File: src/rtl/button_conditioner_pkg.sv
// Shared constants and types for the five-button conditioner.
package button_conditioner_pkg;

  localparam int unsigned NUM_BUTTONS = 5;

  // Button bit positions within push/level/pulse
  localparam int unsigned PUSH_U = 0;
  localparam int unsigned PUSH_D = 1;
  localparam int unsigned PUSH_L = 2;
  localparam int unsigned PUSH_R = 3;
  localparam int unsigned PUSH_M = 4;

  // Default timing, in clock cycles
  localparam int unsigned DEF_DEBOUNCE_CYCLES = 20000;
  localparam int unsigned DEF_REPEAT_DELAY    = 500000;
  localparam int unsigned DEF_REPEAT_PERIOD   = 100000;
  localparam logic [NUM_BUTTONS-1:0] DEF_REPEAT_MASK = 5'b00011;

  // Per-button auto-repeat state
  typedef enum logic [1:0] {
    RPT_IDLE   = 2'd0,
    RPT_DELAY  = 2'd1,
    RPT_REPEAT = 2'd2
  } rpt_state_e;

  // Larger of two parameters, used to size the shared repeat counter
  function automatic int unsigned max_u(input int unsigned a, input int unsigned b);
    return (a > b) ? a : b;
  endfunction

endpackage

File: src/rtl/button_conditioner_channel.sv
// One button: 2-flop synchronizer, debounce counter and auto-repeat FSM.
module button_channel
  import button_conditioner_pkg::*;
#(
  parameter int unsigned DEBOUNCE_CYCLES = DEF_DEBOUNCE_CYCLES,
  parameter int unsigned REPEAT_DELAY    = DEF_REPEAT_DELAY,
  parameter int unsigned REPEAT_PERIOD   = DEF_REPEAT_PERIOD,
  parameter bit          REPEAT_EN       = 1'b1
) (
  input  logic clk,
  input  logic reset,
  input  logic push,
  output logic level,
  output logic pulse,
  output logic pulse_next_c
);

  localparam int unsigned DB_W  = $clog2(DEBOUNCE_CYCLES) + 1;
  localparam int unsigned RPT_W = $clog2(max_u(REPEAT_DELAY, REPEAT_PERIOD)) + 1;

  logic             sync_meta;
  logic             sync;
  logic [DB_W-1:0]  db_cnt;
  logic [RPT_W-1:0] rpt_cnt;
  rpt_state_e       state;

  logic mismatch;
  logic toggle;
  logic press;
  logic release_ev;
  logic rpt_due;

  // Event decode: debounce completion and repeat deadlines for this cycle
  always_comb begin
    mismatch     = 1'b0;
    toggle       = 1'b0;
    press        = 1'b0;
    release_ev   = 1'b0;
    rpt_due      = 1'b0;
    pulse_next_c = 1'b0;

    mismatch   = (sync != level);
    toggle     = mismatch && (db_cnt == DB_W'(DEBOUNCE_CYCLES - 1));
    press      = toggle && !level;
    release_ev = toggle && level;
    rpt_due    = ((state == RPT_DELAY)  && (rpt_cnt == RPT_W'(REPEAT_DELAY - 1))) ||
                 ((state == RPT_REPEAT) && (rpt_cnt == RPT_W'(REPEAT_PERIOD - 1)));
    // A release landing on a repeat deadline wins and swallows that strobe
    pulse_next_c = press || (rpt_due && !release_ev);
  end

  // Synchronizer, debounce counter, registered outputs and repeat FSM
  always_ff @(posedge clk) begin
    if (reset) begin
      sync_meta <= 1'b0;
      sync      <= 1'b0;
      db_cnt    <= '0;
      level     <= 1'b0;
      pulse     <= 1'b0;
      rpt_cnt   <= '0;
      state     <= RPT_IDLE;
    end else begin
      sync_meta <= push;
      sync      <= sync_meta;

      if (!mismatch || toggle) begin
        db_cnt <= '0;
      end else begin
        db_cnt <= db_cnt + DB_W'(1);
      end

      level <= level ^ toggle;
      pulse <= pulse_next_c;

      case (state)
        RPT_IDLE: begin
          rpt_cnt <= '0;
          if (press && REPEAT_EN) begin
            state <= RPT_DELAY;
          end
        end
        RPT_DELAY, RPT_REPEAT: begin
          if (release_ev) begin
            state   <= RPT_IDLE;
            rpt_cnt <= '0;
          end else if (rpt_due) begin
            state   <= RPT_REPEAT;
            rpt_cnt <= '0;
          end else begin
            rpt_cnt <= rpt_cnt + RPT_W'(1);
          end
        end
        default: begin
          state   <= RPT_IDLE;
          rpt_cnt <= '0;
        end
      endcase
    end
  end

endmodule

File: src/rtl/button_conditioner.sv
// Five independent button channels plus a registered any-press strobe.
module button_conditioner
  import button_conditioner_pkg::*;
#(
  parameter int unsigned DEBOUNCE_CYCLES = DEF_DEBOUNCE_CYCLES,
  parameter int unsigned REPEAT_DELAY    = DEF_REPEAT_DELAY,
  parameter int unsigned REPEAT_PERIOD   = DEF_REPEAT_PERIOD,
  parameter logic [NUM_BUTTONS-1:0] REPEAT_MASK = DEF_REPEAT_MASK
) (
  input  logic                   clk,
  input  logic                   reset,
  input  logic [NUM_BUTTONS-1:0] push,
  output logic [NUM_BUTTONS-1:0] level,
  output logic [NUM_BUTTONS-1:0] pulse,
  output logic                   any_pulse
);

  logic [NUM_BUTTONS-1:0] pulse_next;

  for (genvar i = 0; i < NUM_BUTTONS; i++) begin : g_ch
    button_channel #(
      .DEBOUNCE_CYCLES(DEBOUNCE_CYCLES),
      .REPEAT_DELAY   (REPEAT_DELAY),
      .REPEAT_PERIOD  (REPEAT_PERIOD),
      .REPEAT_EN      (REPEAT_MASK[i])
    ) u_ch (
      .clk         (clk),
      .reset       (reset),
      .push        (push[i]),
      .level       (level[i]),
      .pulse       (pulse[i]),
      .pulse_next_c(pulse_next[i])
    );
  end

  // any_pulse registered from the channels' next-pulse terms so it aligns with pulse
  always_ff @(posedge clk) begin
    if (reset) begin
      any_pulse <= 1'b0;
    end else begin
      any_pulse <= |pulse_next;
    end
  end

endmodule

File: config.mk
export PLATFORM = sky130hd
export DESIGN_NAME = button_conditioner
export DESIGN_NICKNAME = d
export VERILOG_FILES = /design/src/rtl/button_conditioner_pkg.sv /design/src/rtl/button_conditioner_channel.sv /design/src/rtl/button_conditioner.sv
export SDC_FILE = /design/constraint.sdc
export NUM_CORES = 1
export LEC_CHECK = 0
export CAP_MARGIN = 10
export CORE_MARGIN = 8
export CORE_UTILIZATION = 67
export DETAILED_ROUTE_END_ITERATION = 16
export HOLD_SLACK_MARGIN = 0.1
export PLACE_DENSITY = 0.95
export SYNTH_ARGS = -nofsm -noshare
export SYNTH_HDL_FRONTEND = slang
export SYNTH_SLANG_ARGS = --single-unit
File: constraint.sdc
create_clock -name clk -period 3.5 [get_ports clk]
set_input_delay 0.7 -clock clk [delete_from_list [all_inputs] [get_ports clk]]
set_output_delay 0.7 -clock clk [all_outputs]
set_load 0.05 [all_outputs]
* Word-level counts from Yosys, hierarchy flattened *
Cells that the tools add are included.

storage, ports and cells
  input port bits = 7
  flip-flop bits (word level) = 211

operators by class
  equality and inequality tests = 37
  add/sub/neg operators = 10
  multiplexer cells = 17
  reductions and logical operators = 86
  bitwise gates (word level) = 13

operator list
  kind                   count
  $add 20x1->20 const B  5
  $eq 20x17->1 const B   5
  $eq 20x19->1 const B   5
  $add 16x1->16 const B  5
  $eq 16x15->1 const B   5
  $logic_and 1x1->1      30
  $mux 2                 12
  $pmux 2 s2             5
  $reduce_or 2->1        10
  $reduce_or 4->1        5
  $logic_not 1->1        15
  $logic_or 1x1->1       15
  $ne 3x1->1 const B     5
  $eq 2x1->1 const B     5
  $eq 2x2->1 const B     5
  $logic_not 2->1        5
  $reduce_and 2->1       5
  $not 1->1              8
  $ne 1x1->1             5
  $reduce_or 5->1        1
  $xor 1x1->1            5
  $ne 2x1->1 const B     2

* Longest topological paths before layout *
Gate-level depths: netlist (run 1).

  depth after elaboration = 7
  gate-level depth with buffers = 9
  mapped depth without buffers = 8

* Modules after synthesis *
From an unflattened synthesis (run 1), not the netlist that was laid out.

second synthesis, totals
  cell total of the unflattened synthesis = 1029
  area total of the unflattened synthesis = 9384.0 µm²

modules (own cells, without submodules)
  module                             cells an instance  area an instance (µm²)  times used
  button_channel (g_ch[2].u_ch ...)  205                1878.1                  2
  button_channel (g_ch[0].u_ch ...)  206                1864.3                  2
  button_channel (g_ch[4].u_ch)      203                1865.5                  1
  button_conditioner                 4                  33.8                    1

* Worst setup path after synthesis (run 1) *
No wires, ideal clock.

  path kind = in2reg
  from = input reset
  to = register g_ch[1].u_ch.db_cnt[10]
  path slack = 1.567 ns
  library setup time = 0.128 ns
  arrival time = 1.805 ns
  stages on the path = 6
  buffers on the path = 3
  path through = clkbuf_1 buf_1 a21oi_1 nand2_1 clkbuf_1 nor2_1

on the way
  cells in the longest elaborated chain, start to end = 1

ends and longest elaborated chain
  element                           line                              text
  start: declaration                button_conditioner.sv:11          input logic reset,
  $reduce_or 2->1 (no source line)  --
  end signal: assignment            button_conditioner_channel.sv:69  db_cnt <= db_cnt + DB_W'(1);
  end: declaration                  button_conditioner_channel.sv:23  logic [DB_W-1:0] db_cnt;

No other way between the ends.
A chain may end at the register's enable or synchronous reset.

==> impl_metrics.tcl, run 1 <==
set metrics [dict create \
    post_synth_inst_count 1022 \
    detail-route-antenna-nets 0 \
    grt_pass1_vias 6977 \
    maxSlewHeadroom 0.514 \
    setup_total_neg_slack_ns 0 \
    layout.nets 1059 \
    cts-hold-fix-buffers 0 \
    drt_first_pass_iters 5 \
    timing.critical_path.from_type "flop" \
    wire_per_inst_um 14.5 \
    rows 42 \
    insertion_delay_to_the_later_sink_of_the_worst_skew_pair_ns 0.49 \
    drv_cap 0 \
    timing.final.crit_share 0.737 \
    total_leakage_power_nw 3.25 \
    largest_net_degree_at_the_start_of_global_routing 21 \
    root_buffer "sky130_fd_sc_hd__clkbuf_16" \
    status "finished, final reports clean" \
    cp.arrival_ns 1.88 \
    worst_slew_pin_slew_ns 0.726 \
    power.density_nw_per_um2 468 \
    reg2reg_depth 6 \
    drt-total-wl_um 17700 \
    ys_types 50 \
    total_via_count_after_detailed_routing 6976 \
    reg2reg_setup_slack_ns 1.17 \
    critical_path.cell_chain "clkdlybuf4s50_1" \
    clk_transition_reported_paths_ns 0.06 \
    fin_util 0.747 \
    number_of_enable_type_register_cells_in_the_synthesized_netlist 0 \
    tritoncts.num_buffers 21 \
    worst-path-max-fanout 6 \
    fraction_of_layout_cells_with_a_size_suffix_above_1 0.0411 \
    globalRouteMet1Util 0.224 \
    synth.top_cells.by_count "sky130_fd_sc_hd__nor2_1 (214), sky130_fd_sc_hd__dfxtp_1 (208), sky130_fd_sc_hd__xor2_1 (97)" \
    cts-root-to-sink-buffers 3 \
    min_delay_path_depth 1 \
    grtUsageTotal 0.201 \
    syn2layout_area_growth_pct 9.63 \
    postSynth.topFlopCell "sky130_fd_sc_hd__dfxtp_1" \
    dieArea_sq_um 17400 \
    setup_viol_count_final 0 \
    yosys.cell_count.top_type "sky130_fd_sc_hd__nor2_1" \
    sequential_cell_area_fraction_in_the_yosys_report 0.463 \
    synthesis.area_per_instance_sq_um 8.80 \
    dp.final_hpwl_um 11400 \
    synth.top_cells.by_area "sky130_fd_sc_hd__dfxtp_1 (46%), sky130_fd_sc_hd__xor2_1 (9.5%), sky130_fd_sc_hd__nor2_1 (8.9%)" \
    regToRegEndpoint "g_ch[1].u_ch.rpt_cnt[6]" \
    syn-num-nets 1047 \
    final_design_area_no_fill_sq_um 9860 \
    synth.yosys.warnings 0 \
    cpPeakStageDelay_ns 0.90 \
    gp_congestion 0.815 \
    post_synth_instance_area_sq_um 8990 \
    place_inst 1187 \
    grt_use_met3 0.0351 \
    critical_path_data_required_time_ns 2.80 \
    synth.top_cell.area_share 0.463 \
    start_util 0.682 \
    post_cts_resized 0 \
    antenna_found_initial 0 \
    tritoncts "yes" \
    final-hold-violation-count 0 \
    hold_class "flop to flop" \
    final-max-slew-violation-count 0 \
    vias_per_cell 5.70 \
    number_of_design_rule_violations_left_after_detail_routing 0 \
    antenna-diode-count 0 \
    clock_skew_ns 0.0123 \
    die-width_um 132 \
    finish.cell_count_without_fillers 1223 \
    placement.setup.worst_slack_ns 0.900 \
    synth_area_leader_cell "sky130_fd_sc_hd__dfxtp_1" \
    postLayoutSetupSlackWorst_ns 0.922 \
    grt.met2_usage 0.362 \
    placeableCoreArea_sq_um 13200 \
    post-cts-setup-buffers 0 \
    postSynthRegisterBits 208 \
    critical-path-top-delay-family "buffers and inverters" \
    drt_iter0_drc 345 \
    io_pins 18 \
    maxClockFrequency_mhz 388 \
    fp.dieH_um 132 \
    timing.final.crit_period_ns 2.58 \
    overflow 0 \
    post_dp_cell_area_sq_um 9220 \
    endpoint_kind "output port" \
    ffs_w_async_s_r_synth 0 \
    wire_length_of_the_first_global_routing_pass_um 30400 \
    place.port_buffers 17 \
    buffers_and_inverters_on_the_worst_path 1 \
    rr_startpoint "g_ch[1].u_ch.db_cnt[0]" \
    worst_hold_path.endpoint "g_ch[1].u_ch.sync" \
    setup.worst_path.class "flop to output port" \
    critPathSlowestCell "sky130_fd_sc_hd__clkdlybuf4s50_1" \
    rsz_0062_raised_after_global_routing "no" \
    busiest_layer "met2" \
    vdd_drop_max_uv 359 \
    clock_sink_count 208 \
    htree_num_levels 1 \
    min-delay-start "g_ch[1].u_ch.sync_meta" \
]
[cell type report]
type	instances	area (sq um)
Sequential cell	208	4160
Timing Repair Buffer	20	193
Clock inverter	3	15.0
Inverter	25	93.8
Tap cell	176	220
Multi-Input combinational cell	758	4550
Clock buffer	33	621
Fill cell	868	3330
[state kept, by name, indices dropped and copies added, names as in the netlist, named ones only]
| signal | flops |
|---|---|
| g_ch.u_ch.sync_meta | 5 |
| g_ch.u_ch.db_cnt | 80 |
| g_ch.u_ch.state | 7 |
| g_ch.u_ch.pulse | 5 |
| any_pulse | 1 |
| g_ch.u_ch.rpt_cnt | 100 |
| g_ch.u_ch.sync | 5 |
[worst max path at each step]
stage | startpoint | to | slack, ns | cells past startpoint
2_1_floorplan | reset | g_ch[1].u_ch.db_cnt[10] | 1.57 | 6
3_3_place_gp | reset | g_ch[2].u_ch.rpt_cnt[18] | 0.94 | 5
3_5_place_dp | reset | g_ch[1].u_ch.rpt_cnt[15] | 0.90 | 3
4_1_cts | flop | level[2] | 0.93 | 1
5_1_grt | flop | level[2] | 0.89 | 1
6_report | flop | level[2] | 0.92 | 1
[routing by layer]
metal / vias up / part of all wire
li1: 3465 / -
met1: 3317 / 0.42
met2: 129 / 0.50
met3: 65 / 0.036
met4: 0 / 0.043
met5: - / 0
[where the power goes]
group	leakage (nW)	switching [mW]	internal [mW]	total, mW
sequential	1.68	0.0140	2.38	2.40
combinational	1.25	0.0755	0.0440	0.120
clock	0.315	0.883	1.21	2.09
total	3.25	0.972	3.64	4.61
[cell families after synthesis]
family,share of synthesized area
simple gates,0.290
flops,0.463
xor+xnor,0.151
buf+inv,0.0308
compound gates,0.0344
fa+ha+maj,0.0251
mux,0.00571
[through the flow]
stage / power [mW] / hold slack, ns
final: 4.61 / 0.446
after global routing: 4.74 / 0.467
after CTS: 4.63 / 0.448
after detailed placement: 2.56 / 0.426
after global placement: 2.56 / 0.416
after floorplan: 2.53 / 0.414
[cells in the final DEF, fill, tap and decap left out, types with 2 or more instances in the layout]
master	instances
sky130_fd_sc_hd__nor3b_1	3
sky130_fd_sc_hd__a21oi_1	19
sky130_fd_sc_hd__mux2i_1	4
sky130_fd_sc_hd__and2_1	7
sky130_fd_sc_hd__clkbuf_1	7
sky130_fd_sc_hd__nand4_1	39
sky130_fd_sc_hd__nor4_1	14
sky130_fd_sc_hd__a21o_1	2
sky130_fd_sc_hd__ha_1	18
sky130_fd_sc_hd__buf_4	3
sky130_fd_sc_hd__nand4b_1	2
sky130_fd_sc_hd__or2_2	4
sky130_fd_sc_hd__a211oi_1	3
sky130_fd_sc_hd__o21ai_0	10
sky130_fd_sc_hd__o21ai_1	2
sky130_fd_sc_hd__and4_1	15
sky130_fd_sc_hd__nor3_1	23
sky130_fd_sc_hd__and3_1	27
sky130_fd_sc_hd__clkdlybuf4s50_1	17
sky130_fd_sc_hd__dfxtp_1	208
sky130_fd_sc_hd__clkbuf_16	21
sky130_fd_sc_hd__and4b_1	3
sky130_fd_sc_hd__or3_1	10
sky130_fd_sc_hd__nand2b_1	7
sky130_fd_sc_hd__nand3_1	62
sky130_fd_sc_hd__clkbuf_8	5
sky130_fd_sc_hd__nor2b_1	14
sky130_fd_sc_hd__inv_1	25
sky130_fd_sc_hd__clkinv_2	3
sky130_fd_sc_hd__nor4b_1	7
sky130_fd_sc_hd__nor2_1	214
sky130_fd_sc_hd__xor2_1	97
sky130_fd_sc_hd__nand2_1	77
sky130_fd_sc_hd__xnor2_1	58
(Power assumes the default switching activity.)
==> run 2: changes to the inputs <==
- CORE_UTILIZATION: 67 -> 62
- PLACE_DENSITY: 0.95 -> 0.9
- clock period: 3.5 -> 2.5 ns (I/O delays scaled with it)
==> impl_metrics.tcl, run 2 (same netlist as run 1, synthesis figures left out) <==
set metrics [dict create \
    cpPeakStageDelay_ns 0.89 \
    wire_length_of_the_first_global_routing_pass_um 28500 \
    final-max-slew-violation-count 0 \
    maxSlewHeadroom 0.520 \
    start_util 0.626 \
    critical-path-top-delay-family "buffers and inverters" \
    antenna_found_initial 0 \
    final_common_cell "sky130_fd_sc_hd__nor2_1" \
    largest_net_degree_at_the_start_of_global_routing 37 \
    drt_first_pass_iters 5 \
    mostFrequentLayoutCells "sky130_fd_sc_hd__nor2_1 (214), sky130_fd_sc_hd__dfxtp_1 (208), sky130_fd_sc_hd__xor2_1 (97), sky130_fd_sc_hd__nand2_1 (77), sky130_fd_sc_hd__nand3_1 (62)" \
    biggestRegsByFlops "g_ch.u_ch.rpt_cnt: 100 flops, g_ch.u_ch.db_cnt: 80 flops, g_ch.u_ch.state: 7 flops" \
    dieArea_sq_um 18600 \
    final.fill_count 1033 \
    rsz_0062_raised_after_global_routing "no" \
    place.port_buffers 17 \
    power.density_nw_per_um2 668 \
    worst-path-max-fanout 6 \
    status "finished, final reports clean" \
    tritoncts.num_buffers 21 \
    power.sequential.fraction 0.505 \
    htree_num_levels 1 \
    drt_iter0_drc 432 \
    reg2reg_setup_slack_ns 0.24 \
    critical_path_data_required_time_ns 2.00 \
    total_via_count_after_detailed_routing 6775 \
    ff_latch_area_sq_um 4160 \
    dp.final_hpwl_um 11000 \
    hold_class "flop to flop" \
    clock_skew_ns 0.00877 \
    antenna-diode-count 0 \
    grt_pass1_vias 6481 \
    worst_slew_pin_slew_ns 0.721 \
    post_dp_cell_area_sq_um 9240 \
    tritoncts "yes" \
    setup_total_neg_slack_ns 0 \
    root_buffer "sky130_fd_sc_hd__clkbuf_16" \
    intPower_mw 5.31 \
    rows 44 \
    grtUsageTotal 0.179 \
    area_used_by_multi_input_combinational_logic_sq_um 4550 \
    insertion_delay_to_the_later_sink_of_the_worst_skew_pair_ns 0.49 \
    gp_congestion 0.810 \
    setup_viol_count_final 0 \
    total_switching_power_mw 1.34 \
    post-cts-setup-buffers 0 \
    cp.arrival_ns 1.87 \
    overflow 0 \
    io_pins 18 \
    clk_transition_reported_paths_ns 0.06 \
    timing.final.crit_period_ns 2.37 \
    total_leakage_power_nw 3.28 \
    die-width_um 136 \
    layout.nets 1059 \
    cts-hold-fix-buffers 0 \
    largest_register_ff_count 100 \
    drt-total-wl_um 16500 \
    top_register "g_ch.u_ch.rpt_cnt" \
    post_cts_resized 0 \
    number_of_design_rule_violations_left_after_detail_routing 0 \
    syn2layout_area_growth_pct 10.5 \
    cts-root-to-sink-buffers 3 \
    vias_per_cell 5.51 \
    placeableCoreArea_sq_um 14400 \
    endpoint_kind "output port" \
    drv_cap 0 \
    final-hold-violation-count 0 \
    wire_per_inst_um 13.5 \
    critical_path.cell_chain "clkdlybuf4s50_1" \
    clock_sink_count 208 \
    maxClockFrequency_mhz 422 \
    fp.dieH_um 136 \
    critPathSlowestCell "sky130_fd_sc_hd__clkdlybuf4s50_1" \
    worstSetupPathDepth 1 \
    detail-route-antenna-nets 0 \
    pwr-share-comb 0.024 \
    reg2reg_depth 5 \
    timing.final.crit_share 0.947 \
    min_delay_path_depth 1 \
    fraction_of_layout_cells_with_a_size_suffix_above_1 0.0450 \
    buffers_and_inverters_on_the_worst_path 1 \
    vdd_drop_max_uv 515 \
    final_design_area_no_fill_sq_um 9940 \
    timing.critical_path.from_type "flop" \
    power.share.switching 0.201 \
    power_frac_clock 0.471 \
    setup.worst_path.class "flop to output port" \
]
run 2: cell count changes in the layout (fill, tap and decap cells not counted), sizes merged:
cell / change
clkbuf: -5
clkinvlp: +1
bufinv: +2
run 2: worst register-to-register path: stages (launching register included):
cell,delay [ns]
sky130_fd_sc_hd__dfxtp_1,0.35
sky130_fd_sc_hd__nor4_1,0.50
sky130_fd_sc_hd__nand4_1,0.24
sky130_fd_sc_hd__o21ai_1,0.31
sky130_fd_sc_hd__or3_1,0.59
sky130_fd_sc_hd__nor2_1,0.13
run 2: path summary, 6_finish.rpt:
check                         start                  endpoint
min          g_ch[1].u_ch.sync_meta         g_ch[1].u_ch.sync
max reg2reg  g_ch[1].u_ch.db_cnt[8]  g_ch[1].u_ch.rpt_cnt[19]
max                            flop                  level[2]
min reg2reg  g_ch[1].u_ch.sync_meta         g_ch[1].u_ch.sync
run 2: through the flow:
stage           util  worst slack [ns]  total power [mW]  std cells  hold slack (ns)
6_report       0.692             0.132              6.64       1229            0.443
4_1_cts        0.692             0.120              6.69       1229            0.449
3_3_place_gp   0.643             0.392              3.58       1195            0.419
5_1_grt        0.692            0.0176              6.86       1229            0.460
3_5_place_dp   0.643             0.308              3.58       1195            0.425
2_1_floorplan      -             0.574              3.55       1022            0.414
run 2: area by class of cell:
| type | count | share of cell area |
|---|---|---|
| inverter | 25 | 0.00944 |
| clock inverter | 6 | 0.00831 |
| multi-input combinational | 758 | 0.458 |
| sequential | 208 | 0.419 |
| tap | 184 | 0.0232 |
| clock buffer | 28 | 0.0616 |
| timing repair buffer | 20 | 0.0206 |
run 2: routing by layer:
metal | GRT usage | wire (um) | vias to the layer above
met5 | 0 | 0 | -
met4 | 0.0647 | 468 | 0
met3 | 0.0336 | 636 | 39
met2 | 0.307 | 7830 | 111
met1 | 0.219 | 7600 | 3168
li1 | - | - | 3457
run 2: power by group through the flow:
stage | logic, mW | registers, mW | clock network (mW)
detailed placement | 0.155 | 3.43 | 0
CTS | 0.157 | 3.36 | 3.18
finish | 0.157 | 3.36 | 3.13
global route | 0.178 | 3.36 | 3.33
floorplan | 0.124 | 3.42 | 0
global placement | 0.152 | 3.43 | 0
==> run 3: changes to the inputs <==
- ABC_AREA: unset -> 1
- CORE_UTILIZATION: 62 -> 63
- PLACE_DENSITY: 0.9 -> 0.91
- clock period: 2.5 -> 2.3 ns (I/O delays scaled with it)
==> impl_metrics.tcl, run 3 <==
set metrics [dict create \
    reg2reg_setup_slack_ns 0.42 \
    tritoncts "yes" \
    postSynthRegisterBits 208 \
    post_dp_cell_area_sq_um 10400 \
    grtUsageTotal 0.194 \
    hold_class "flop to flop" \
    place_inst 1586 \
    largest_net_degree_at_the_start_of_global_routing 24 \
    status "finished, final reports clean" \
    place.port_buffers 17 \
    min-delay-start "g_ch[2].u_ch.sync_meta" \
    largest_register_ff_count 100 \
    synth_area_leader_cell "sky130_fd_sc_hd__dfxtp_1" \
    finish.cell_count_without_fillers 1626 \
    clock_sink_count 208 \
    timing.final.crit_period_ns 2.20 \
    yosys.cell_count.top_type "sky130_fd_sc_hd__nand2_1" \
    syn-num-nets 1395 \
    synth.top_cells.by_count "sky130_fd_sc_hd__nand2_1 (230), sky130_fd_sc_hd__inv_1 (216), sky130_fd_sc_hd__nor2_1 (212)" \
    synth.top_cell.area_share 0.415 \
    cp.arrival_ns 1.74 \
    synth-simple-area-share 0.342 \
    placeableCoreArea_sq_um 15700 \
    final_common_cell "sky130_fd_sc_hd__nand2_1" \
    insertion_delay_to_the_later_sink_of_the_worst_skew_pair_ns 0.50 \
    synthesis.area_per_instance_sq_um 7.32 \
    fin_total_pwr_mw 7.53 \
    synth.top_cells.by_area "sky130_fd_sc_hd__dfxtp_1 (42%), sky130_fd_sc_hd__nand2_1 (8.6%), sky130_fd_sc_hd__inv_1 (8.1%)" \
    dieArea_sq_um 20200 \
    critical_path_data_required_time_ns 1.84 \
    clock_skew_ns 0.0106 \
    power.density_nw_per_um2 678 \
    vias_per_cell 5.21 \
    timing.critical_path.from_type "flop" \
    postLayoutSetupSlackWorst_ns 0.0975 \
    busiest_layer "met2" \
    clk_transition_reported_paths_ns 0.06 \
    total_leakage_power_nw 4.24 \
    post_synth_instance_area_sq_um 10000 \
    combinational_family_with_the_most_area_after_synthesis "simple AND/OR/NAND/NOR gates" \
    critical_path.cell_chain "clkdlybuf4s50_1" \
    postSynth.topFlopCell "sky130_fd_sc_hd__dfxtp_1" \
    antenna-diode-count 0 \
    fp.dieH_um 142 \
    tritoncts.num_buffers 22 \
    root_buffer "sky130_fd_sc_hd__clkbuf_16" \
    synth.mux.area_fraction 0 \
    post_synth_inst_count 1370 \
    maxSlewHeadroom 0.526 \
    setup.worst_path.class "flop to output port" \
    drt_iter0_drc 493 \
    overflow 0 \
    endpoint "level[3]" \
    timing.final.crit_share 0.958 \
    fraction_of_layout_cells_with_a_size_suffix_above_1 0.0943 \
    biggestRegsByFlops "g_ch.u_ch.rpt_cnt: 100 flops, g_ch.u_ch.db_cnt: 80 flops, g_ch.u_ch.state: 7 flops" \
    drt_first_pass_iters 5 \
    setup_viol_count_final 0 \
    buffers_and_inverters_on_the_worst_path 1 \
    antenna_found_initial 0 \
    maxClockFrequency_mhz 454 \
    number_of_design_rule_violations_left_after_detail_routing 0 \
    rows 46 \
    post_cts_resized 0 \
    detail-route-antenna-nets 0 \
    synth_xor_xnor_area_share 0.0454 \
    sequential_cell_area_fraction_in_the_yosys_report 0.415 \
    die-width_um 142 \
    start_util 0.638 \
    synthAdderAreaFrac 0.0225 \
    ffs_w_async_s_r_synth 0 \
    placement.setup.worst_slack_ns 0.192 \
    post-cts-setup-buffers 0 \
    endpoint_kind "output port" \
    grt.met2_usage 0.354 \
    vdd_drop_max_uv 598 \
    synth.yosys.warnings 0 \
    globalRouteMet1Util 0.224 \
    drt-total-wl_um 19300 \
    htree_num_levels 1 \
    io_pins 18 \
    synth_compound_gate_area_share 0.0750 \
    rsz_0062_raised_after_global_routing "no" \
    rr_startpoint "g_ch[3].u_ch.db_cnt[0]" \
    top_register "g_ch.u_ch.rpt_cnt" \
    mostFrequentLayoutCells "sky130_fd_sc_hd__nand2_1 (230), sky130_fd_sc_hd__inv_1 (216), sky130_fd_sc_hd__nor2_1 (212), sky130_fd_sc_hd__dfxtp_1 (208), sky130_fd_sc_hd__a21oi_1 (81)" \
    wire_length_of_the_first_global_routing_pass_um 33800 \
    wire_per_inst_um 11.9 \
    cts-hold-fix-buffers 0 \
    total_via_count_after_detailed_routing 8472 \
    ys_types 50 \
    gp_congestion 0.871 \
    final-hold-violation-count 0 \
    critPathSlowestCell "sky130_fd_sc_hd__clkdlybuf4s50_1" \
    regToRegEndpoint "g_ch[3].u_ch.rpt_cnt[16]" \
    cpPeakStageDelay_ns 0.84 \
    grt_pass1_vias 8089 \
    drv_cap 0 \
    final_design_area_no_fill_sq_um 11100 \
    dp.final_hpwl_um 13500 \
    critical-path-top-delay-family "buffers and inverters" \
    layout.nets 1419 \
    worst-path-max-fanout 3 \
    grt_use_met3 0.0282 \
    reg2reg_depth 8 \
    setup_total_neg_slack_ns 0 \
    cts-root-to-sink-buffers 3 \
    syn2layout_area_growth_pct 10.7 \
    number_of_enable_type_register_cells_in_the_synthesized_netlist 0 \
    worstSetupPathDepth 1 \
    worst_slew_pin_slew_ns 0.710 \
    final-max-slew-violation-count 0 \
]
[run 3: layer usage]
layer  part of all wire  routed length, um
met5                  0                  0
met4              0.024                471
met3              0.036                700
met2               0.49               9510
met1               0.45               8630
[run 3: worst min-delay path by stage]
stage | to | slack [ns] | depth (start not counted)
floorplan | g_ch[0].u_ch.sync | 0.39 | 2
global placement | g_ch[4].u_ch.sync | 0.39 | 2
detailed placement | g_ch[2].u_ch.sync | 0.39 | 2
CTS | g_ch[2].u_ch.sync | 0.40 | 2
global route | g_ch[4].u_ch.sync | 0.42 | 2
finish | g_ch[2].u_ch.sync | 0.40 | 2
[run 3: worst register-to-register path, stage by stage (launching register included)]
cell	delay (ns)
sky130_fd_sc_hd__dfxtp_1	0.37
sky130_fd_sc_hd__ha_1	0.26
sky130_fd_sc_hd__nand3_2	0.12
sky130_fd_sc_hd__nor2_1	0.26
sky130_fd_sc_hd__nand3_1	0.15
sky130_fd_sc_hd__nand2_1	0.18
sky130_fd_sc_hd__nor2_4	0.08
sky130_fd_sc_hd__inv_2	0.24
sky130_fd_sc_hd__nor3_1	0.10
[run 3: final cells by class]
class | count | area, sq um
repair buffers | 25 | 230
inverters | 223 | 837
multi-input cells | 914 | 4860
fillers | 1153 | 4610
flip-flops and latches | 208 | 4160
clock inverters | 7 | 60.1
clock buffers | 33 | 683
well taps | 216 | 270
[run 3: cells by family (layout without fill, tap and decap cells)]
family                     count (synthesis)  in the layout
and+or+nand+nor                          708            708
buffers and inverters                    248            288
DFF                                      208            208
AOI/OAI and AO/OA                        136            136
xor gates and xnor gates                  52             52
adders and majority gates                 18             18
[run 3: where the power goes]
part | leakage (nW) | total, mW | switching (mW) | internal, mW
registers | 1.68 | 3.68 | 0.0360 | 3.65
logic | 2.18 | 0.276 | 0.175 | 0.100
clock network | 0.375 | 3.57 | 1.41 | 2.16
total | 4.24 | 7.53 | 1.62 | 5.91
[run 3: stage by stage]
stage | utilization | hold slack [ns]
2_1_floorplan | - | 0.388
3_3_place_gp | 0.659 | 0.393
3_5_place_dp | 0.659 | 0.395
4_1_cts | 0.706 | 0.402
5_1_grt | 0.706 | 0.419
6_report | 0.706 | 0.398
